==> config.mk <==
export PLATFORM = sky130hd
export DESIGN_NAME = uart_rx_fifo
export DESIGN_NICKNAME = d
export VERILOG_FILES = /design/src/rtl/uart_rx_fifo.sv
export SDC_FILE = /design/constraint.sdc
export NUM_CORES = 1
export LEC_CHECK = 0
export CAP_MARGIN = 20
export CORE_UTILIZATION = 39
export DETAILED_ROUTE_END_ITERATION = 16
export HOLD_SLACK_MARGIN = 0.02
export MAX_ROUTING_LAYER = met4
export SETUP_SLACK_MARGIN = 0.15
export SLEW_MARGIN = 20
export SYNTH_ARGS = -nofsm -noshare
export SYNTH_HDL_FRONTEND = slang
export SYNTH_SLANG_ARGS = --single-unit
==> constraint.sdc <==
create_clock -name clk -period 2.2 [get_ports clk]
set_input_delay 0.44 -clock clk [delete_from_list [all_inputs] [get_ports clk]]
set_output_delay 0.44 -clock clk [all_outputs]
set_load 0.01 [all_outputs]
==> src/rtl/uart_rx_fifo.sv <==
// UART receiver with 16x oversampling, 3-sample majority vote, optional even parity,
// stop-bit checking and a small receive FIFO drained through a valid/ready handshake.
module uart_rx_fifo #(
   parameter int DATA       = 8,
   parameter int CLK_FREQ   = 50_000_000,
   parameter int BAUD       = 115200,
   parameter int PARITY_EN  = 1,
   parameter int FIFO_DEPTH = 4
) (
   input  logic            clk,
   input  logic            reset,
   input  logic            rx_in,
   input  logic            rx_ready,
   output logic [DATA-1:0] rx_data,
   output logic            rx_valid,
   output logic            rx_busy,
   output logic            parity_error,
   output logic            frame_error,
   output logic            overrun,
   output logic [2:0]      state_dbg
);

   localparam int DIV_RAW = CLK_FREQ / (BAUD * 16);
   localparam int DIV     = (DIV_RAW < 1) ? 1 : DIV_RAW;
   localparam int DW      = (DIV > 1) ? $clog2(DIV) : 1;
   localparam int AW      = $clog2(FIFO_DEPTH);
   localparam int BW      = (DATA > 1) ? $clog2(DATA) : 1;
   localparam logic [DW-1:0] DIV_LAST = DW'(DIV - 1);
   localparam logic [BW-1:0] LAST_BIT = BW'(DATA - 1);
   localparam logic [AW:0]   FULL_CNT = (AW + 1)'(FIFO_DEPTH);

   typedef enum logic [2:0] {
      S_IDLE   = 3'd0,
      S_START  = 3'd1,
      S_DATA   = 3'd2,
      S_PARITY = 3'd3,
      S_STOP   = 3'd4,
      S_BREAK  = 3'd5
   } state_t;

   state_t state, state_nx;

   logic            rx_s1, rx_s2, rx_prev;
   logic [1:0]      fill;
   logic            start_edge;
   logic [DW-1:0]   div_cnt;
   logic            tick;
   logic [3:0]      smp_cnt;
   logic            s7, s8, maj;
   logic            decide, bit_end;
   logic [DATA-1:0] shreg;
   logic [BW-1:0]   bit_idx;
   logic            par_fail;
   logic            good, pe_nx, fe_nx, ov_nx;

   logic [DATA-1:0] mem [FIFO_DEPTH];
   logic [AW-1:0]   wr_ptr, rd_ptr;
   logic [AW:0]     count;
   logic            full, pop, push, writable;

   // A start edge only counts once the synchronizer holds real line samples, so a line
   // that is already low when reset is released cannot launch a frame.
   assign start_edge = (fill == 2'd3) && rx_prev && !rx_s2;
   assign tick       = (state != S_IDLE) && (div_cnt == DIV_LAST);
   assign maj        = (s7 & s8) | (s7 & rx_s2) | (s8 & rx_s2);
   assign decide     = tick && (smp_cnt == 4'd9);
   assign bit_end    = tick && (smp_cnt == 4'd15);

   assign full     = (count == FULL_CNT);
   assign rx_valid = (count != '0);
   assign pop      = rx_valid && rx_ready;
   assign writable = !full || pop;
   assign push     = good && writable;
   assign rx_data  = rx_valid ? mem[rd_ptr] : '0;
   assign rx_busy  = (state != S_IDLE);
   assign state_dbg = state;

   always_ff @(posedge clk or negedge reset) begin
      if (!reset) begin
         state <= S_IDLE;
      end else begin
         state <= state_nx;
      end
   end

   always_comb begin
      state_nx = state;
      good     = 1'b0;
      pe_nx    = 1'b0;
      fe_nx    = 1'b0;
      case (state)
         S_IDLE: begin
            if (start_edge) state_nx = S_START;
         end
         S_START: begin
            if (decide && maj) state_nx = S_IDLE;
            else if (bit_end) state_nx = S_DATA;
         end
         S_DATA: begin
            if (bit_end && (bit_idx == LAST_BIT))
               state_nx = (PARITY_EN != 0) ? S_PARITY : S_STOP;
         end
         S_PARITY: begin
            if (bit_end) state_nx = S_STOP;
         end
         S_STOP: begin
            // Act at the stop-bit centre so the next start edge is never missed.
            if (decide) begin
               state_nx = S_IDLE;
               if (!maj) begin
                  fe_nx    = 1'b1;
                  state_nx = S_BREAK;
               end else if (par_fail) begin
                  pe_nx = 1'b1;
               end else begin
                  good = 1'b1;
               end
            end
         end
         S_BREAK: begin
            if (rx_s2) state_nx = S_IDLE;
         end
         default: state_nx = S_IDLE;
      endcase
      ov_nx = good && !writable;
   end

   always_ff @(posedge clk or negedge reset) begin
      if (!reset) begin
         rx_s1        <= 1'b1;
         rx_s2        <= 1'b1;
         rx_prev      <= 1'b1;
         fill         <= 2'd0;
         div_cnt      <= '0;
         smp_cnt      <= 4'd0;
         s7           <= 1'b1;
         s8           <= 1'b1;
         shreg        <= '0;
         bit_idx      <= '0;
         par_fail     <= 1'b0;
         parity_error <= 1'b0;
         frame_error  <= 1'b0;
         overrun      <= 1'b0;
      end else begin
         rx_s1   <= rx_in;
         rx_s2   <= rx_s1;
         rx_prev <= rx_s2;
         if (fill != 2'd3) fill <= fill + 2'd1;

         if (state == S_IDLE || tick) div_cnt <= '0;
         else                         div_cnt <= div_cnt + DW'(1);

         if (state == S_IDLE) smp_cnt <= 4'd0;
         else if (tick)       smp_cnt <= smp_cnt + 4'd1;

         if (tick && smp_cnt == 4'd7) s7 <= rx_s2;
         if (tick && smp_cnt == 4'd8) s8 <= rx_s2;

         if (state == S_IDLE && start_edge) begin
            bit_idx  <= '0;
            par_fail <= 1'b0;
         end
         if (state == S_DATA && decide)  shreg   <= {maj, shreg[DATA-1:1]};
         if (state == S_DATA && bit_end) bit_idx <= bit_idx + BW'(1);
         if (state == S_PARITY && decide) par_fail <= (^shreg) ^ maj;

         parity_error <= pe_nx;
         frame_error  <= fe_nx;
         overrun      <= ov_nx;
      end
   end

   always_ff @(posedge clk) begin
      if (push) mem[wr_ptr] <= shreg;
   end

   always_ff @(posedge clk or negedge reset) begin
      if (!reset) begin
         wr_ptr <= '0;
         rd_ptr <= '0;
         count  <= '0;
      end else begin
         if (push) wr_ptr <= wr_ptr + AW'(1);
         if (pop)  rd_ptr <= rd_ptr + AW'(1);
         case ({push, pop})
            2'b10:   count <= count + (AW + 1)'(1);
            2'b01:   count <= count - (AW + 1)'(1);
            default: count <= count;
         endcase
      end
   end

endmodule

==> results of run 1 <==
[routing by layer]
metal	up-vias	wire, um	track usage [%]
li1	945	-	-
met1	956	2470	17.1
met2	28	2900	24.3
met3	10	178	4.05
met4	0	117	6.79
met5	-	0	-
[synthesized netlist by cell type, types with 2 or more instances]
cell type / number / share of area, %
a21oi_1: 4 / 0.60
and2_1: 13 / 2.5
and3b_1: 2 / 0.53
buf_4: 2 / 0.45
clkbuf_1: 2 / 0.23
dfrtp_1: 36 / 27
dfstp_2: 5 / 4.0
edfxtp_1: 32 / 29
ha_1: 13 / 4.9
inv_1: 13 / 1.5
mux2_2: 11 / 3.7
mux2i_1: 2 / 0.60
mux4_2: 8 / 5.4
nand2_1: 18 / 2.0
nand3_1: 6 / 0.91
nand3b_1: 2 / 0.45
nor2_1: 13 / 1.5
nor3_1: 6 / 0.91
nor3_4: 2 / 0.98
o21ai_0: 4 / 0.60
or3_1: 2 / 0.38
xnor2_1: 12 / 3.2
xor2_1: 7 / 1.8
[state kept, by name (all words and copies together), names as in the netlist, 2 cells and up]
| register | count |
|---|---|
| bit_idx | 3 |
| count | 3 |
| div_cnt | 5 |
| fill | 2 |
| mem | 32 |
| rd_ptr | 2 |
| shreg | 8 |
| smp_cnt | 4 |
| state_dbg | 3 |
| wr_ptr | 2 |
[how the worst max path moves through the flow]
stage,endpoint,cells after the start
after floorplan,count[2],13
after detailed placement,count[2],11
final,rx_data[2],5
after global routing,count[2],12
after CTS,rx_data[7],5
after global placement,count[2],11
[timing repair]
item / in CTS / in global routing
hold buffers: 0 / 0
hold endpoints to repair: 0 / 0
resized for setup: 49 / 18
pin swaps: 15 / 5
setup endpoints to repair: 44 / 45
buffers inserted: 6 / 2
[kinds of logic (layout without fill, tap and decap cells)]
kind of cell             after synthesis  count (layout)
AO/OA/AOI/OAI                         14              14
XOR/XNOR                              20              20
adder cells (fa/ha/maj)               15              15
buffers and inverters                 20              78
flip-flops                            73              73
multiplexers                          22              22
AND/OR/NAND/NOR                       74              74
[metrics by stage]
step           std cells  TNS (ns)  power, uW
4_1_cts              399         0       3560
2_1_floorplan        238   -0.0168       2080
5_1_grt              401    -0.152       3770
6_report             401         0       3580
3_5_place_dp         377    -0.404       2320
3_3_place_gp         377    -0.351       2300
[power breakdown]
part	total, uW	switching [uW]	internal (uW)
combinational	776	334	442
sequential	1650	121	1530
clock	1150	512	638
[area by class of cell]
type | instances | share of cell area [%]
clock inverter | 7 | 2.27
tap | 105 | 3.18
multi-input combinational | 145 | 31.5
clock buffer | 9 | 3.00
inverter | 13 | 1.18
timing repair buffer | 49 | 10.5
sequential | 73 | 48.3
[cell usage in the layout, fill, tap and decap left out, types with 4 or more instances in the layout]
cell type,synthesis,routed
ha_1,13,11
nor2_1,13,13
a21oi_1,4,4
inv_1,13,12
nor3_1,6,5
edfxtp_1,32,32
buf_2,1,4
and2_4,0,9
nand2_1,18,18
dfrtp_1,36,36
mux4_2,8,8
xnor2_1,12,12
clkbuf_8,0,9
mux2_2,11,11
buf_4,2,25
xor2_1,7,7
clkdlybuf4s50_1,0,8
nand3_1,6,6
buf_6,1,7
and2_1,13,4
dfstp_2,5,5
==> impl_results.md, run 1 <==
- Post-layout worst setup margin: just over 0.04 ns
- Seq/Total Area, Yosys: 60.1%
- Sum of routed wire length over all layers: 5660 um
- Final setup vio count: 0
- Clock Pin Slew Worst Setup and Hold Paths: 0.08 ns
- Slowest Stage Delay on Critical Path: 0.50 ns
- Initial Util: 40.4%
- Total core area: 0.00822 sq mm
- Post-Synthesis Cell Area: 0.00332 sq mm
- Main synth FF type: dfrtp_1
- Cell with the largest stage delay on the worst path: mux4_2
- Critical path launch point: rd_ptr[0]
- XOR/XNOR Fraction of Synth Area: 5.69%
- Vertical extent of the die: roughly 94 um
- ANT cells: 0
- Routed len/inst: 14.1 um
- Hold Violations, Final: 0
- Total clock buffers created by CTS: 9
- Adder-cell area share of the yosys netlist: 5.81%
- Simple-gate share of the synthesized area: 12.8%
- Result of the run: finished, final reports clean
- Std cell rows: 33
- Worst-case setup slack after placement: -0.305 ns
- Gate count after technology mapping: approximately 240
- Total Routing Usage GR: roughly 15%
- Synthesized area per cell: 13.9 sq um
- R2R Path Start: div_cnt[0]
- Post-synthesis mux area share: 10.1%
- Count of pins over their slew limit: 0
- DRC violation count after routing: 0
- Fmax: 463 MHz
- Area occupied by registers: 0.00199 sq mm
- Number of enable-type register cells in the synthesized netlist: 32
- Worst reg2reg endpoint: count[2]
- Endpoint kind of the worst setup timing path: output port
- Root buffer cell: clkbuf_8
- Estimated wirelength of the detail-placed design: approximately 4000 um
- Compound-cell area share of the yosys netlist: 2.75%
- Clk Latency, worst-skew pair: 0.35 ns
- Number of iterations in the first detailed-routing pass: 4
- Final min period: 2.16 ns
- Global-route wire length before repair: 9400 um
- Worst R2R Path Depth: 12
- Lkg Pwr: approximately 0.0018 uW
- Minimum setup slack among reg-to-reg paths: roughly 0.12 ns
- Crit-path cells: buf_6 -> buf_8 -> mux4_2 -> and2_1 -> buf_2
- Count of different cell masters after synthesis: between 40 and 50
- Layout Skew: between 0.005 and 0.006 ns
- Area of combinational cells with multiple inputs: between 0.001 and 0.0015 sq mm
- Tightest Pin Transition: 0.511 ns
- Final layout net count: 309
- Ratio of cells with drive above 1 in the final layout: a little over a third
- Final instance area: 0.00413 sq mm
- Endpoint required time on the critical path: 1.76 ns
- Maximum number of pins on one net before global-route repair: 23
- Remaining max-slew budget at the tightest pin: between 60 and 70%
- End-of-flow core utilization: 50.2%
- IO Pins: 20
- Die width: 94.2 um
- FF+latch count, synth: 73
- Power per cell area: 868 mW/mm^2
- Number of clock sinks: 73
- Fill cells: 721
- Combinational family with the most area after synthesis: simple AND/OR/NAND/NOR gates
- GPL Wtd Cong: 0.879
- Via count of the first global-routing pass: 1,955
- Maximum level of the CTS H-tree: 3
- Unrepaired setup endpoints after global routing: yes
- Async SR Flop Fraction: 56.2%
- CTS tree: yes
- Number of buffers inserted by port buffering: 19
- 1st-iter DRT viols: 90
- CP startpoint kind: flop
- Via count: about 1,900
- Data arrival time at the worst-slack endpoint: 1.72 ns
- Worst Path Buf+Inv: 3
- Antenna violations before repair: 0
- Critical Path Fanout Max: 5
- Kind of critical path: reg -> out
- Sum of overflow across all layers after global routing: 0
- Min Hold Slack: between 0.05 and 0.06 ns
- Largest buffer count on any clock path: 2
- Maximum vdd ir drop: approximately 350 uV
- Path class of the lowest-slack min-delay path: in -> async
- Family of cells with the greatest summed delay on the critical path: multiplexers
- Post-Synthesis Net Count: 256
- Placed Area: 0.00378 sq mm
- Number of nets still failing antenna checks after routing: 0
- Layout overhead on the synthesized area: 24.4%
- Die area: 0.00888 sq mm
- Per-cell via count in the routed design: 4.84
- Final cycle utilization of the critical path: 98.1%
- Warning count from the yosys run: 0
- Maxcap violations: 0
Note: power is estimated with default switching activity, not from simulation.
==> run 2, diff against run 1 <==
--- a/config.mk
+++ b/config.mk
@@ -9,2 +9,3 @@
 export CORE_UTILIZATION = 39
+export CTS_CLUSTER_DIAMETER = 50
 export DETAILED_ROUTE_END_ITERATION = 16
==> constraint.sdc (replaced) <==
create_clock -name clk -period 2.2 [get_ports clk]
set_input_delay 0.22 -clock clk [delete_from_list [all_inputs] [get_ports clk]]
set_output_delay 0.22 -clock clk [all_outputs]
set_load 0.01 [all_outputs]
==> run 2 against run 1 <==
Net effect: clock skew is 0.0047 ns higher; global-route usage shrank 0.37 points; register-to-register slack is essentially flat; highest routed layer unchanged.
==> impl_results.md, run 2 (same netlist as run 1, synthesis figures left out) <==
- Initial Util: 40.4% (unchanged)
- Via count of the first global-routing pass: 1,928 (was 1,955)
- Clock Pin Slew Worst Setup and Hold Paths: 0.09 ns (was 0.08 ns)
- Fill cells: 727 (was 721)
- Placed Area: 0.00379 sq mm (was 0.00378 sq mm)
- Total Routing Usage GR: 14.5% (was 14.9%)
- Estimated wirelength of the detail-placed design: 3720 um (was 4000 um)
- Result of the run: finished, final reports clean (unchanged)
- Number of clock sinks: 73 (unchanged)
- Largest buffer count on any clock path: 2 (unchanged)
- CTS tree: yes (unchanged)
- Number of buffers inserted by port buffering: 19 (unchanged)
- 1st-iter DRT viols: 94 (was 90)
- Sum of overflow across all layers after global routing: 0 (unchanged)
- Data arrival time at the worst-slack endpoint: 2.37 ns (was 1.72 ns)
- Endpoint kind of the worst setup timing path: flop (was output port)
- Remaining max-slew budget at the tightest pin: 41.2% (was 65.9%)
- Per-cell via count in the routed design: 4.89 (was 4.84)
- Top library cells by usage in the layout, fill and taps aside: dfrtp_1, edfxtp_1, buf_4 (unchanged)
- Final min period: 2.08 ns (was 2.16 ns)
- Global-route wire length before repair: 9220 um (was 9400 um)
- Layout overhead on the synthesized area: 22.4% (was 24.4%)
- ANT cells: 0 (unchanged)
- Hold Violations, Final: 0 (unchanged)
- Routed len/inst: 13.7 um (was 14.1 um)
- Worst Path Buf+Inv: 2 (was 3)
- Clk Latency, worst-skew pair: 0.36 ns (was 0.35 ns)
- Root buffer cell: clkbuf_8 (unchanged)
- Final layout net count: 309 (unchanged)
- Layout Skew: 0.00997 ns (was 0.00526 ns)
- Die area: 0.00888 sq mm (unchanged)
- IO Pins: 20 (unchanged)
- Maximum number of pins on one net before global-route repair: 41 (was 23)
- Most common cell after layout, fill and taps aside: dfrtp_1 (unchanged)
- Via count: 1,961 (was 1,939)
- CP startpoint kind: flop (unchanged)
- Maxcap violations: 0 (unchanged)
- Final setup vio count: 0 (unchanged)
- Final cycle utilization of the critical path: 94.5% (was 98.1%)
- Vertical extent of the die: 94.2 um (unchanged)
- Std cell rows: 33 (unchanged)
- Cell with the largest stage delay on the worst path: dfrtp_1 (was mux4_2)
- Maximum vdd ir drop: 350 uV (was 347 uV)
- Biggest registers after layout: mem (32), shreg (8), div_cnt (5) (unchanged)
- Tightest Pin Transition: 0.882 ns (was 0.511 ns)
- Lkg Pwr: 0.00178 uW (about the same)
- Unrepaired setup endpoints after global routing: yes (unchanged)
- Critical Path Fanout Max: 3 (was 5)
- Family of cells with the greatest summed delay on the critical path: adder cells (was multiplexers)
- Power per cell area: 835 mW/mm^2 (was 868 mW/mm^2)
- Sum of routed wire length over all layers: 5490 um (was 5660 um)
- Path class of the lowest-slack min-delay path: in -> reg (was in -> async)
- Antenna violations before repair: 0 (unchanged)
- Power consumption: 3390 uW (was 3580 uW)
- Final instance area: 0.00406 sq mm (was 0.00413 sq mm)
- Endpoint required time on the critical path: 2.49 ns (was 1.76 ns)
- Kind of critical path: reg -> reg (was reg -> out)
- Number of nets still failing antenna checks after routing: 0 (unchanged)
- Total core area: 0.00822 sq mm (unchanged)
- DRC violation count after routing: 0 (unchanged)
- Total clock buffers created by CTS: 9 (unchanged)
- Slowest Stage Delay on Critical Path: 0.39 ns (was 0.50 ns)
- Register with the most flip-flops: mem (unchanged)
- Ratio of cells with drive above 1 in the final layout: 29.7% (was 34.8%)
- Crit-path cells: ha_2 -> and3b_2 -> nand4_4 -> nor3_4 -> inv_1 -> ha_2 -> inv_2 -> fa_2 -> xor2_1 -> nor2_1 -> xor2_1 (was buf_6 -> buf_8 -> mux4_2 -> and2_1 -> buf_2)
- Max FFs per register: 32 (unchanged)
- Number of iterations in the first detailed-routing pass: 4 (unchanged)
- Fmax: 481 MHz (was 463 MHz)
- Count of pins over their slew limit: 0 (unchanged)
- Die width: 94.2 um (unchanged)
- GPL Wtd Cong: 0.838 (was 0.879)
- Maximum level of the CTS H-tree: 3 (unchanged)
run 2: cell types whose count changed in the layout (fill, tap and decap cells not counted), moves of 3 or more:
cell and delta:
and2_4 -8, buf_2 -3, inv_6 +4, dlygate4sd2_1 +7, buf_6 -3, and2_1 +8
run 2: final timing paths:
path | startpoint | end | slack (ns) | cells past startpoint
min | rx_in | rx_s1 | 0.27 | 1
min reg2reg | rx_s1 | rx_s2 | 0.36 | 0
max reg2reg | smp_cnt[0] | count[2] | 0.12 | 11
max | smp_cnt[0] | count[2] | 0.12 | 11
min in group asynchronous | reset | smp_cnt[1] | 0.52 | 2
max in group asynchronous | reset | rx_prev | 1.02 | 3
run 2: repair_timing:
| item | CTS | global route |
|---|---|---|
| pin swaps | 7 | 0 |
| hold buffers | 1 | 0 |
| endpoints found under the setup margin | 11 | 42 |
| gates cloned | 0 | 0 |
| gates resized for setup | 17 | 6 |
| setup buffers | 5 | 1 |
| endpoints found under the hold margin | 20 | 0 |
run 2: report_power, final:
part | leakage [uW] | internal (uW) | switching (uW)
clock network | 0.0000995 | 445 | 578
registers | 0.000889 | 1530 | 130
logic | 0.000796 | 391 | 316
run 2: per-layer routing:
layer / GRT usage, % / share of wire [%] / wire length, um / vias up
met4: 7.31 / 1.9 / 106 / 0
li1: - / - / - / 949
met2: 22.6 / 49 / 2700 / 34
met3: 2.91 / 2.6 / 142 / 11
met1: 17.9 / 46 / 2540 / 967
met5: - / 0 / 0 / -
run 2: cell type report:
cell class	count	area [sq um]	area share, %
Clock buffer	9	124	3.05
Clock inverter	7	66.3	1.63
Inverter	13	48.8	1.20
Multi-Input combinational cell	145	1270	31.2
Sequential cell	73	1990	49.1
Tap cell	105	131	3.23
Timing Repair Buffer	49	429	10.6
run 2: worst reg2reg max path, stage by stage (launching register included):
cell and delay (ns):
dfrtp_1 0.39, ha_2 0.19, and3b_2 0.23, nand4_4 0.11, nor3_4 0.05, inv_1 0.05
ha_2 0.17, inv_2 0.04, fa_2 0.34, xor2_1 0.16, nor2_1 0.12, xor2_1 0.14
run 2: metrics by stage:
stage | utilization (%) | worst slack (ns) | std cells | hold slack (ns) | setup TNS (ns)
2_1_floorplan | - | -0.0168 | 238 | -0.0756 | -0.0168
3_3_place_gp | 46.2 | -0.0530 | 378 | 0.349 | -0.0530
3_5_place_dp | 46.2 | -0.0903 | 378 | 0.351 | -0.0903
4_1_cts | 49.1 | 0.0907 | 400 | 0.257 | 0
5_1_grt | 49.4 | 0.0179 | 401 | 0.272 | 0
6_report | 49.4 | 0.120 | 401 | 0.274 | 0
